**src/rtl/mac_dot_stream_if.sv**
```systemverilog
// Operand-in / sum-out handshake bundle for mac_dot_stream.
// The engine connects through the slave modport; the feeding logic uses master.
interface mac_dot_stream_if #(
  parameter int A_W   = 4,
  parameter int B_W   = 4,
  parameter int ACC_W = 12
);
  logic             in_valid;
  logic             in_ready;
  logic [A_W-1:0]   in_a;
  logic [B_W-1:0]   in_b;
  logic             out_valid;
  logic             out_ready;
  logic [ACC_W-1:0] out_sum;
  logic             out_ovf;

  modport master (
    output in_valid, in_a, in_b, out_ready,
    input  in_ready, out_valid, out_sum, out_ovf
  );

  modport slave (
    input  in_valid, in_a, in_b, out_ready,
    output in_ready, out_valid, out_sum, out_ovf
  );
endinterface

```
**src/rtl/mac_dot_stream.sv**
```systemverilog
// Streaming unsigned dot product: one registered multiply, one accumulate, one sum per N_TERMS pairs.
// Optional MAC_SATURATE_EN: accumulator clamps at all-ones instead of wrapping.
module mac_dot_stream #(
  parameter int A_W     = 4,
  parameter int B_W     = 4,
  parameter int N_TERMS = 16,
  parameter int ACC_W   = 12
) (
  input  logic clk,
  input  logic rst_n,
  input  logic ena,
  input  logic clr,
  mac_dot_stream_if.slave s,
  output logic busy
);
  localparam int P_W   = A_W + B_W;
  localparam int CNT_W = $clog2(N_TERMS);

  typedef enum logic [1:0] {ACCUM, FLUSH, HOLD} state_t;

  state_t           state;
  logic [CNT_W-1:0] cnt;
  logic [P_W-1:0]   prod;
  logic             prod_v;
  logic [ACC_W-1:0] acc;
  logic             sovf;

  logic             in_xfer, out_xfer;
  logic [ACC_W-1:0] add_p;
  logic [ACC_W:0]   sum_raw;
  logic [ACC_W-1:0] sum_res;
  logic             carry;

  assign s.in_ready = ena & ~clr & (state == ACCUM);
  assign in_xfer    = s.in_valid & s.in_ready;
  assign out_xfer   = s.out_valid & s.out_ready & ena;
  assign busy       = (cnt != '0) | (state != ACCUM);

  // One adder serves both the running accumulate and the final FLUSH add.
  assign add_p   = prod_v ? ACC_W'(prod) : '0;
  assign sum_raw = {1'b0, acc} + {1'b0, add_p};
  assign carry   = sum_raw[ACC_W];
`ifdef MAC_SATURATE_EN
  assign sum_res = carry ? '1 : sum_raw[ACC_W-1:0];
`else
  assign sum_res = sum_raw[ACC_W-1:0];
`endif

  always_ff @(posedge clk or negedge rst_n) begin
    if (!rst_n) begin
      state       <= ACCUM;
      cnt         <= '0;
      prod        <= '0;
      prod_v      <= 1'b0;
      acc         <= '0;
      sovf        <= 1'b0;
      s.out_valid <= 1'b0;
      s.out_sum   <= '0;
      s.out_ovf   <= 1'b0;
    end else if (ena) begin
      if (clr) begin
        // Abort: drop the frame but keep the last reported sum visible.
        state       <= ACCUM;
        cnt         <= '0;
        prod_v      <= 1'b0;
        acc         <= '0;
        sovf        <= 1'b0;
        s.out_valid <= 1'b0;
      end else begin
        prod_v <= in_xfer;
        if (in_xfer) prod <= P_W'(s.in_a) * P_W'(s.in_b);
        if (prod_v) begin
          acc  <= sum_res;
          sovf <= sovf | carry;
        end
        case (state)
          ACCUM: begin
            if (in_xfer) begin
              if (cnt == CNT_W'(N_TERMS - 1)) begin
                cnt   <= '0;
                state <= FLUSH;
              end else begin
                cnt <= cnt + 1'b1;
              end
            end
          end
          FLUSH: begin
            s.out_sum   <= sum_res;
            s.out_ovf   <= sovf | (prod_v & carry);
            s.out_valid <= 1'b1;
            acc         <= '0;
            sovf        <= 1'b0;
            state       <= HOLD;
          end
          HOLD: begin
            if (out_xfer) begin
              s.out_valid <= 1'b0;
              state       <= ACCUM;
            end
          end
          default: state <= ACCUM;
        endcase
      end
    end
  end
endmodule
```
**src/flat_wrapper.sv**
```systemverilog
// flat-port wrapper written by rule: the top's interface ports become plain ports
module mac_dot_stream_flat 
#(
  parameter int A_W     = 4,
  parameter int B_W     = 4,
  parameter int N_TERMS = 16,
  parameter int ACC_W   = 12
)
  (clk, rst_n, ena, clr, busy, s_in_valid, s_in_a, s_in_b, s_out_ready, s_in_ready, s_out_valid, s_out_sum, s_out_ovf);
  mac_dot_stream_if #(.A_W(A_W), .B_W(B_W), .ACC_W(ACC_W)) s_i ();
  input  logic clk;
  input  logic rst_n;
  input  logic ena;
  input  logic clr;
  output logic busy;
  input wire logic [$bits(s_i.in_valid)-1:0] s_in_valid;
  input wire logic [$bits(s_i.in_a)-1:0] s_in_a;
  input wire logic [$bits(s_i.in_b)-1:0] s_in_b;
  input wire logic [$bits(s_i.out_ready)-1:0] s_out_ready;
  output wire logic [$bits(s_i.in_ready)-1:0] s_in_ready;
  output wire logic [$bits(s_i.out_valid)-1:0] s_out_valid;
  output wire logic [$bits(s_i.out_sum)-1:0] s_out_sum;
  output wire logic [$bits(s_i.out_ovf)-1:0] s_out_ovf;
  assign s_i.in_valid = s_in_valid;
  assign s_i.in_a = s_in_a;
  assign s_i.in_b = s_in_b;
  assign s_i.out_ready = s_out_ready;
  assign s_in_ready = s_i.in_ready;
  assign s_out_valid = s_i.out_valid;
  assign s_out_sum = s_i.out_sum;
  assign s_out_ovf = s_i.out_ovf;
  mac_dot_stream #(.A_W(A_W), .B_W(B_W), .N_TERMS(N_TERMS), .ACC_W(ACC_W)) u_core (.clk(clk), .rst_n(rst_n), .ena(ena), .clr(clr), .s(s_i), .busy(busy));
endmodule
```
**config.mk**
```make
export PLATFORM = sky130hd
export DESIGN_NAME = mac_dot_stream_flat
export DESIGN_NICKNAME = d
export VERILOG_FILES = /design/src/rtl/mac_dot_stream_if.sv /design/src/rtl/mac_dot_stream.sv /design/src/flat_wrapper.sv
export SDC_FILE = /design/constraint.sdc
export NUM_CORES = 1
export LEC_CHECK = 0
export ABC_AREA = 1
export BUFFER_PORTS_ARGS = -buffer_cell sky130_fd_sc_hd__buf_2
export CAP_MARGIN = 30
export CORE_UTILIZATION = 41
export CTS_CLUSTER_SIZE = 10
export DETAILED_ROUTE_END_ITERATION = 10
export SLEW_MARGIN = 20
export SYNTH_ARGS = -nofsm -noshare
export SYNTH_HDL_FRONTEND = slang
export SYNTH_SLANG_ARGS = --single-unit
```
**constraint.sdc**
```tcl
create_clock -name clk -period 2.4 [get_ports clk]
set_input_delay 0 -clock clk [delete_from_list [all_inputs] [get_ports clk]]
set_output_delay 0 -clock clk [all_outputs]
set_load 0.02 [all_outputs]
```
=== Word-level counts from Yosys, hierarchy flattened ===
Cells that the tools add are included.

* $add $sub $neg: 2
* Multiply operators: 1
* Eq/ne operators: 6
* Mux-type cells: 20
* Bitwise logic cells: 10
* Reductions and logical operators: 13

{| class="wikitable"
|+ Operators by type and width
! operator !! count
|-
| two-way mux 12 bit || 3
|-
| two-way mux 4 bit || 4
|-
| adder 12 x 12 -> 13 bit || 1
|-
| AND reduction 3 bit || 4
|-
| multiplier 4 x 4 -> 8 bit || 1
|-
| two-way mux 2 bit || 4
|-
| two-way mux 8 bit || 1
|-
| AND 1 bit || 6
|-
| two-way mux 1 bit || 6
|-
| != test 3 x 2 -> 1 bit, second input constant || 2
|-
| one-hot mux 2 bit (3 select lines) || 1
|-
| nonzero test 2 bit || 3
|-
| nonzero test 3 bit || 2
|-
| adder 4 x 1 -> 4 bit, second input constant || 1
|-
| equality test 4 bit, second input constant || 1
|-
| AND reduction 4 bit || 1
|-
| nonzero test 4 bit || 1
|-
| != test 3 bit, second input constant || 1
|-
| OR 1 bit || 3
|-
| equality test 2 x 1 -> 1 bit, second input constant || 1
|-
| equality test 2 bit, second input constant || 1
|-
| logical NOT 2 bit || 1
|-
| one-hot mux 1 bit (2 select lines) || 1
|-
| AND reduction 2 bit || 1
|-
| NOT 1 bit || 1
|}

* Register bits after elaboration: 42
* Input port bits: 14
* Output and inout port bits: 16
* Logic and storage cells: 61

=== Longest topological paths before layout ===
* Depth after elaboration: 7
* Mapped depth: 15

=== Worst setup path before layout ===
OpenSTA, ideal clock, no wires.

* Path kind: input to register
* Start: input s_in_b[3]
* End: register u_core.prod[6]
* Library setup time: 0.126 ns
* Arrival time: 2.079 ns
* Required time: 2.274 ns
* Path slack: 0.194 ns
* Stages: 9
* Path buffers: 0
* Cell sequence: nand2_1 fa_1 inv_1 fa_1 inv_1 fa_1 o21ai_0 xnor2_1 o21ai_0

* Word-level cells in the longest chain between the ends: 1

{| class="wikitable"
|+ RTL lines
! item !! RTL line !! RTL
|-
| from (decl) || flat_wrapper.sv:18 || <nowiki>input wire logic [$bits(s_i.in_b)-1:0] s_in_b;</nowiki>
|-
| multiplier 4 x 4 -> 8 bit || mac_dot_stream.sv:71 || <nowiki>if (in_xfer) prod <= P_W'(s.in_a) * P_W'(s.in_b);</nowiki>
|-
| to (signal assigned) || mac_dot_stream.sv:71 ||
|-
| to (decl) || mac_dot_stream.sv:23 || <nowiki>logic [P_W-1:0] prod;</nowiki>
|}

Every way passes these cells.
A chain may end at the register's enable or synchronous reset.

=== Worst setup path in the final report ===
* Start: register u_core.prod[0]
* End: register u_core.acc[10]

* Word-level cells in the longest chain between the ends: 5

{| class="wikitable"
|+ RTL lines
! item !! RTL line !! RTL
|-
| two-way mux 8 bit || mac_dot_stream.sv:40 || <nowiki>assign add_p = prod_v ? ACC_W'(prod) : '0;</nowiki>
|-
| adder 12 x 12 -> 13 bit || mac_dot_stream.sv:41 || <nowiki>assign sum_raw = {1'b0, acc} + {1'b0, add_p};</nowiki>
|-
| two-way mux 12 bit || mac_dot_stream.sv:72 || <nowiki>if (prod_v) begin</nowiki>
|-
| two-way mux 12 bit || mac_dot_stream.sv:76 || <nowiki>case (state)</nowiki>
|-
| two-way mux 12 bit || mac_dot_stream.sv:61 || <nowiki>if (clr) begin</nowiki>
|-
| to (signal assigned) || mac_dot_stream.sv:73 || <nowiki>acc <= sum_res;</nowiki>
|-
| to (decl) || mac_dot_stream.sv:25 || <nowiki>logic [ACC_W-1:0] acc;</nowiki>
|}

Every way passes these cells. The select of a mux whose other input is x is not followed.

==> summary.md <==
| Metric | Value |
|---|---|
| Run status | `finished, violations left` |
| Failing checks | `DRC` |
| Layout Skew | `18.9 ps` |
| Seq pwr share | `0.458` |
| Die Area | `7100 sq um` |
| Top cell by count, worst path | `sky130_fd_sc_hd__nand2_1` |
| Timing endpoint of the critical path | `u_core.acc[10]$_DFFE_PN0P_` |
| Area growth syn-to-layout | `14.6%` |
| Cell Int Power | `1.25 mW` |
| Starting density of the core | `0.430` |
| Sequential-to-total area share from yosys stat | `0.379` |
| Detailed placement HPWL | `4.21 mm` |
| Logic depth of the worst register-to-register path | `14` |
| Number of routed nets with antenna violations | `0` |
| Overall routing resource usage | `0.171` |
| Sw frac | `0.291` |
| Proportion of power drawn by the clock network | `0.325` |
| Cell family with the largest share of critical-path delay | `simple AND/OR/NAND/NOR gates` |
| Clock buffer depth | `2` |
| Buffer count from post-CTS setup fixing | `0` |
| Fraction of final layout cells with drive strength greater than 1 | `0.136` |
| Worst setup path category | `flip-flop to flip-flop` |
| Post-DR vias/cell | `4.76` |
| Number of clock buffers inserted by TritonCTS | `5` |
| Worst-skew pair later-pin latency | `300 ps` |
| Unrepaired setup endpoints after global routing | `false` |
| Peak supply drop | `0.228 mV` |
| Tightest Pin Transition | `441 ps` |
| Pin count of the biggest net entering global routing | `43` |
| Number of warnings printed during yosys synthesis | `0` |
| Final cycle utilization of the critical path | `0.885` |
| CP max stage cell | `sky130_fd_sc_hd__fa_1` |
| Clock input transition at the sequential cells of the worst setup and hold paths | `80 ps` |
| Register bit total from synthesis | `42` |
| Total of buffers placed on input and output ports | `29` |
| Worst max-slew margin expressed relative to the limit | `0.706` |
| 1st-iter DRT viols | `133` |
| Final routed wirelength across all metal layers | `5.53 mm` |
| Required time reported for the critical path endpoint | `2590 ps` |
| Wire length per cell | `11.3 um` |
| Most common library cell in the layout ignoring fill and taps | `sky130_fd_sc_hd__nand2_1` |
| Net Sw Power | `516 uW` |
| R2R Path Start | `u_core.prod[0]$_DFFE_PN0P_` |
| Max-capacitance violation count | `0` |
| Synth unique cells | `31` |
| Core Footprint | `6460 sq um` |
| Sum Neg Setup Slack | `0 ps` |
| Hold violation count in the final report | `0` |
| Number of antenna violations at the first check in global routing | `0` |
| Count of mapped cells out of synthesis | `374` |
| Final instance area | `3180 sq um` |
| Final net count | `454` |
| Buffer type at the clock tree root | `sky130_fd_sc_hd__clkbuf_8` |
| Slack of the worst reg-to-reg path | `280 ps` |
| Number of global-route vias before repair | `2,296` |
| Number of core rows | `29` |
| Summed instance area of the synthesized netlist | `2780 sq um` |
| Number of cells on the critical path | `14` |
| Critical-path cell list | `nand2_1, inv_1, ha_1, inv_1, fa_1, nand3b_1, nand2_1, nand2_1, nand2_1, nand2_1, nand2_1, nand2_1, nand2_1, nand2_1` |
| Critical path origin | `u_core.prod[0]$_DFFE_PN0P_` |
| Static power due to leakage | `1.91 nW` |
| CTS tree | `done` |
| Arrival time at the worst endpoint | `2310 ps` |
| Capture instance of the worst register-to-register path | `u_core.acc[10]$_DFFE_PN0P_` |
| DRC Markers | `4` |
| Min cycle time layout | `2120 ps` |
| Syn_nets | `415` |
| Placed inst area | `3030 sq um` |
| First-pass GRT wire length | `9.96 mm` |
| Startpoint Class | `flip-flop` |
| Final GP Congestion | `0.821` |
| PwrDens | `557 nW/um^2` |
| Top-level I/O count | `30` |
| Final-report setup violation count | `0` |
| Number of vias in the routed layout | `2,332` |
| Die width | `84.3 um` |
| Number of levels the H-tree was split into | `2` |
| Antenna diode instance count | `0` |
| Power share of the combinational group | `0.218` |
| Biggest cell delay along the critical path | `400 ps` |
| Leading cell types in the layout, fill and taps excluded | `sky130_fd_sc_hd__nand2_1 (135), sky130_fd_sc_hd__inv_1 (61), sky130_fd_sc_hd__dfrtp_1 (42)` |
| Worst hold path type | `primary input to flip-flop` |
| Max-slew violation count | `0` |
| Mean Syn Cell Area | `7.42 sq um` |
| Die height | `84.3 um` |
| Peak clock frequency supported by timing | `471 MHz` |
| Sink count of the clock tree | `42` |
| Global-route congestion overflow total | `0` |
| Largest fanout on the critical path | `5` |
| Count of buffer and inverter cells on the critical path | `2` |
| Number of optimization iterations in the first detailed-route pass | `7` |
| Element type at the critical path end | `flip-flop` |
[worst reg2reg max path: cells and delay by family (launching register included)]
family                     cells  cell delay, ps
buffers and inverters          2             140
DFF                            1             350
adders and majority gates      2             610
and+or+nand+nor               10             920
[power groups by stage]
| stage | combinational [mW] | sequential (mW) | clock (mW) |
|---|---|---|---|
| 3_3_place_gp | 0.378 | 0.821 | 0 |
| 3_5_place_dp | 0.380 | 0.824 | 0 |
| 2_1_floorplan | 0.262 | 0.826 | 0 |
| 4_1_cts | 0.387 | 0.810 | 0.587 |
| 6_report | 0.385 | 0.810 | 0.575 |
| 5_1_grt | 0.443 | 0.819 | 0.622 |
[stage by stage]
stage	instances	setup slack [ps]	hold WS, ps	util	power (mW)
detailed placement	480	25.1	205	0.469	1.20
global placement	480	54.3	206	0.469	1.20
finish	490	275	30.0	0.492	1.77
floorplan	374	194	-296	-	1.09
CTS	489	263	36.7	0.489	1.78
global route	490	36.3	41.1	0.492	1.88
[final cells by class]
type,count,area (sq um)
multi-input combinational,263,1460
inverter,64,241
fill,637,3280
clock buffer,6,82.6
tap,77,96.3
sequential,42,1050
timing repair buffer,37,223
clock inverter,1,30.0
[repair_timing]
item,CTS,global route
hold buffers,2,0
resized for setup,0,0
endpoints found under the hold margin,44,0
[cells in the mapped netlist]
master / count / area share
sky130_fd_sc_hd__ha_1: 22 / 0.099
sky130_fd_sc_hd__nand2_1: 135 / 0.18
sky130_fd_sc_hd__nand2_4: 2 / 0.0081
sky130_fd_sc_hd__clkinv_2: 1 / 0.0018
sky130_fd_sc_hd__o21ai_1: 1 / 0.0018
sky130_fd_sc_hd__buf_4: 2 / 0.0054
sky130_fd_sc_hd__o22ai_1: 2 / 0.0045
sky130_fd_sc_hd__a31oi_1: 1 / 0.0023
sky130_fd_sc_hd__a21oi_1: 10 / 0.018
sky130_fd_sc_hd__nand3b_1: 3 / 0.0081
sky130_fd_sc_hd__nor3_1: 4 / 0.0072
sky130_fd_sc_hd__inv_1: 61 / 0.083
sky130_fd_sc_hd__and3_1: 1 / 0.0023
sky130_fd_sc_hd__nand3_1: 17 / 0.031
sky130_fd_sc_hd__or2_2: 1 / 0.0023
sky130_fd_sc_hd__clkbuf_1: 2 / 0.0027
sky130_fd_sc_hd__fa_1: 5 / 0.036
sky130_fd_sc_hd__nor2_2: 3 / 0.0068
sky130_fd_sc_hd__buf_2: 1 / 0.0018
sky130_fd_sc_hd__o21ai_0: 20 / 0.036
sky130_fd_sc_hd__nand4_1: 4 / 0.0090
sky130_fd_sc_hd__a21oi_4: 1 / 0.0059
sky130_fd_sc_hd__o21ai_2: 3 / 0.0095
sky130_fd_sc_hd__nor2_1: 18 / 0.024
sky130_fd_sc_hd__a22oi_1: 1 / 0.0027
sky130_fd_sc_hd__xnor2_1: 4 / 0.013
sky130_fd_sc_hd__xor2_1: 3 / 0.0095
sky130_fd_sc_hd__a21o_1: 1 / 0.0027
sky130_fd_sc_hd__nand2_2: 1 / 0.0023
sky130_fd_sc_hd__dfrtp_1: 42 / 0.38
sky130_fd_sc_hd__inv_2: 2 / 0.0027
[routing by layer]
metal | vias up | track usage | wire length [um]
li1 | 1237 | - | -
met1 | 1061 | 0.211 | 2760
met2 | 30 | 0.315 | 2590
met3 | 4 | 0.0295 | 140
met4 | 0 | 0.0329 | 40
met5 | - | 0 | 0
[sequential cells by signal (all words and copies together), names as in the netlist]
register,cells
u_core.acc,12
u_core.s.out_sum,12
u_core.state,2
u_core.s.out_ovf,1
u_core.cnt,4
u_core.s.out_valid,1
u_core.prod_v,1
u_core.prod,8
u_core.sovf,1
[worst min-delay path by stage]
stage / from / end / slack (ps) / cells past startpoint
final: s_in_b[0] / u_core.prod[0]$_DFFE_PN0P_ / 30 / 3
after global routing: s_in_b[0] / u_core.prod[0]$_DFFE_PN0P_ / 40 / 3
after CTS: s_in_b[0] / u_core.prod[0]$_DFFE_PN0P_ / 40 / 3
after detailed placement: rst_n / u_core.s.out_sum[3]$_DFFE_PN0P_ / 200 / 1
after global placement: rst_n / u_core.s.out_sum[3]$_DFFE_PN0P_ / 210 / 1
after floorplan: rst_n / u_core.acc[0]$_DFFE_PN0P_ / -300 / 0
[kinds of logic (layout without fill, tap and decap cells)]
family          Yosys count  count (layout)  share of synthesized area
simple gates            189             189                      0.284
compound gates           40              40                     0.0834
flops                    42              42                      0.379
buf+inv                  69             108                     0.0969
fa+ha+maj                27              27                      0.135
xor+xnor                  7               7                     0.0221
(Power assumes the default switching activity.)
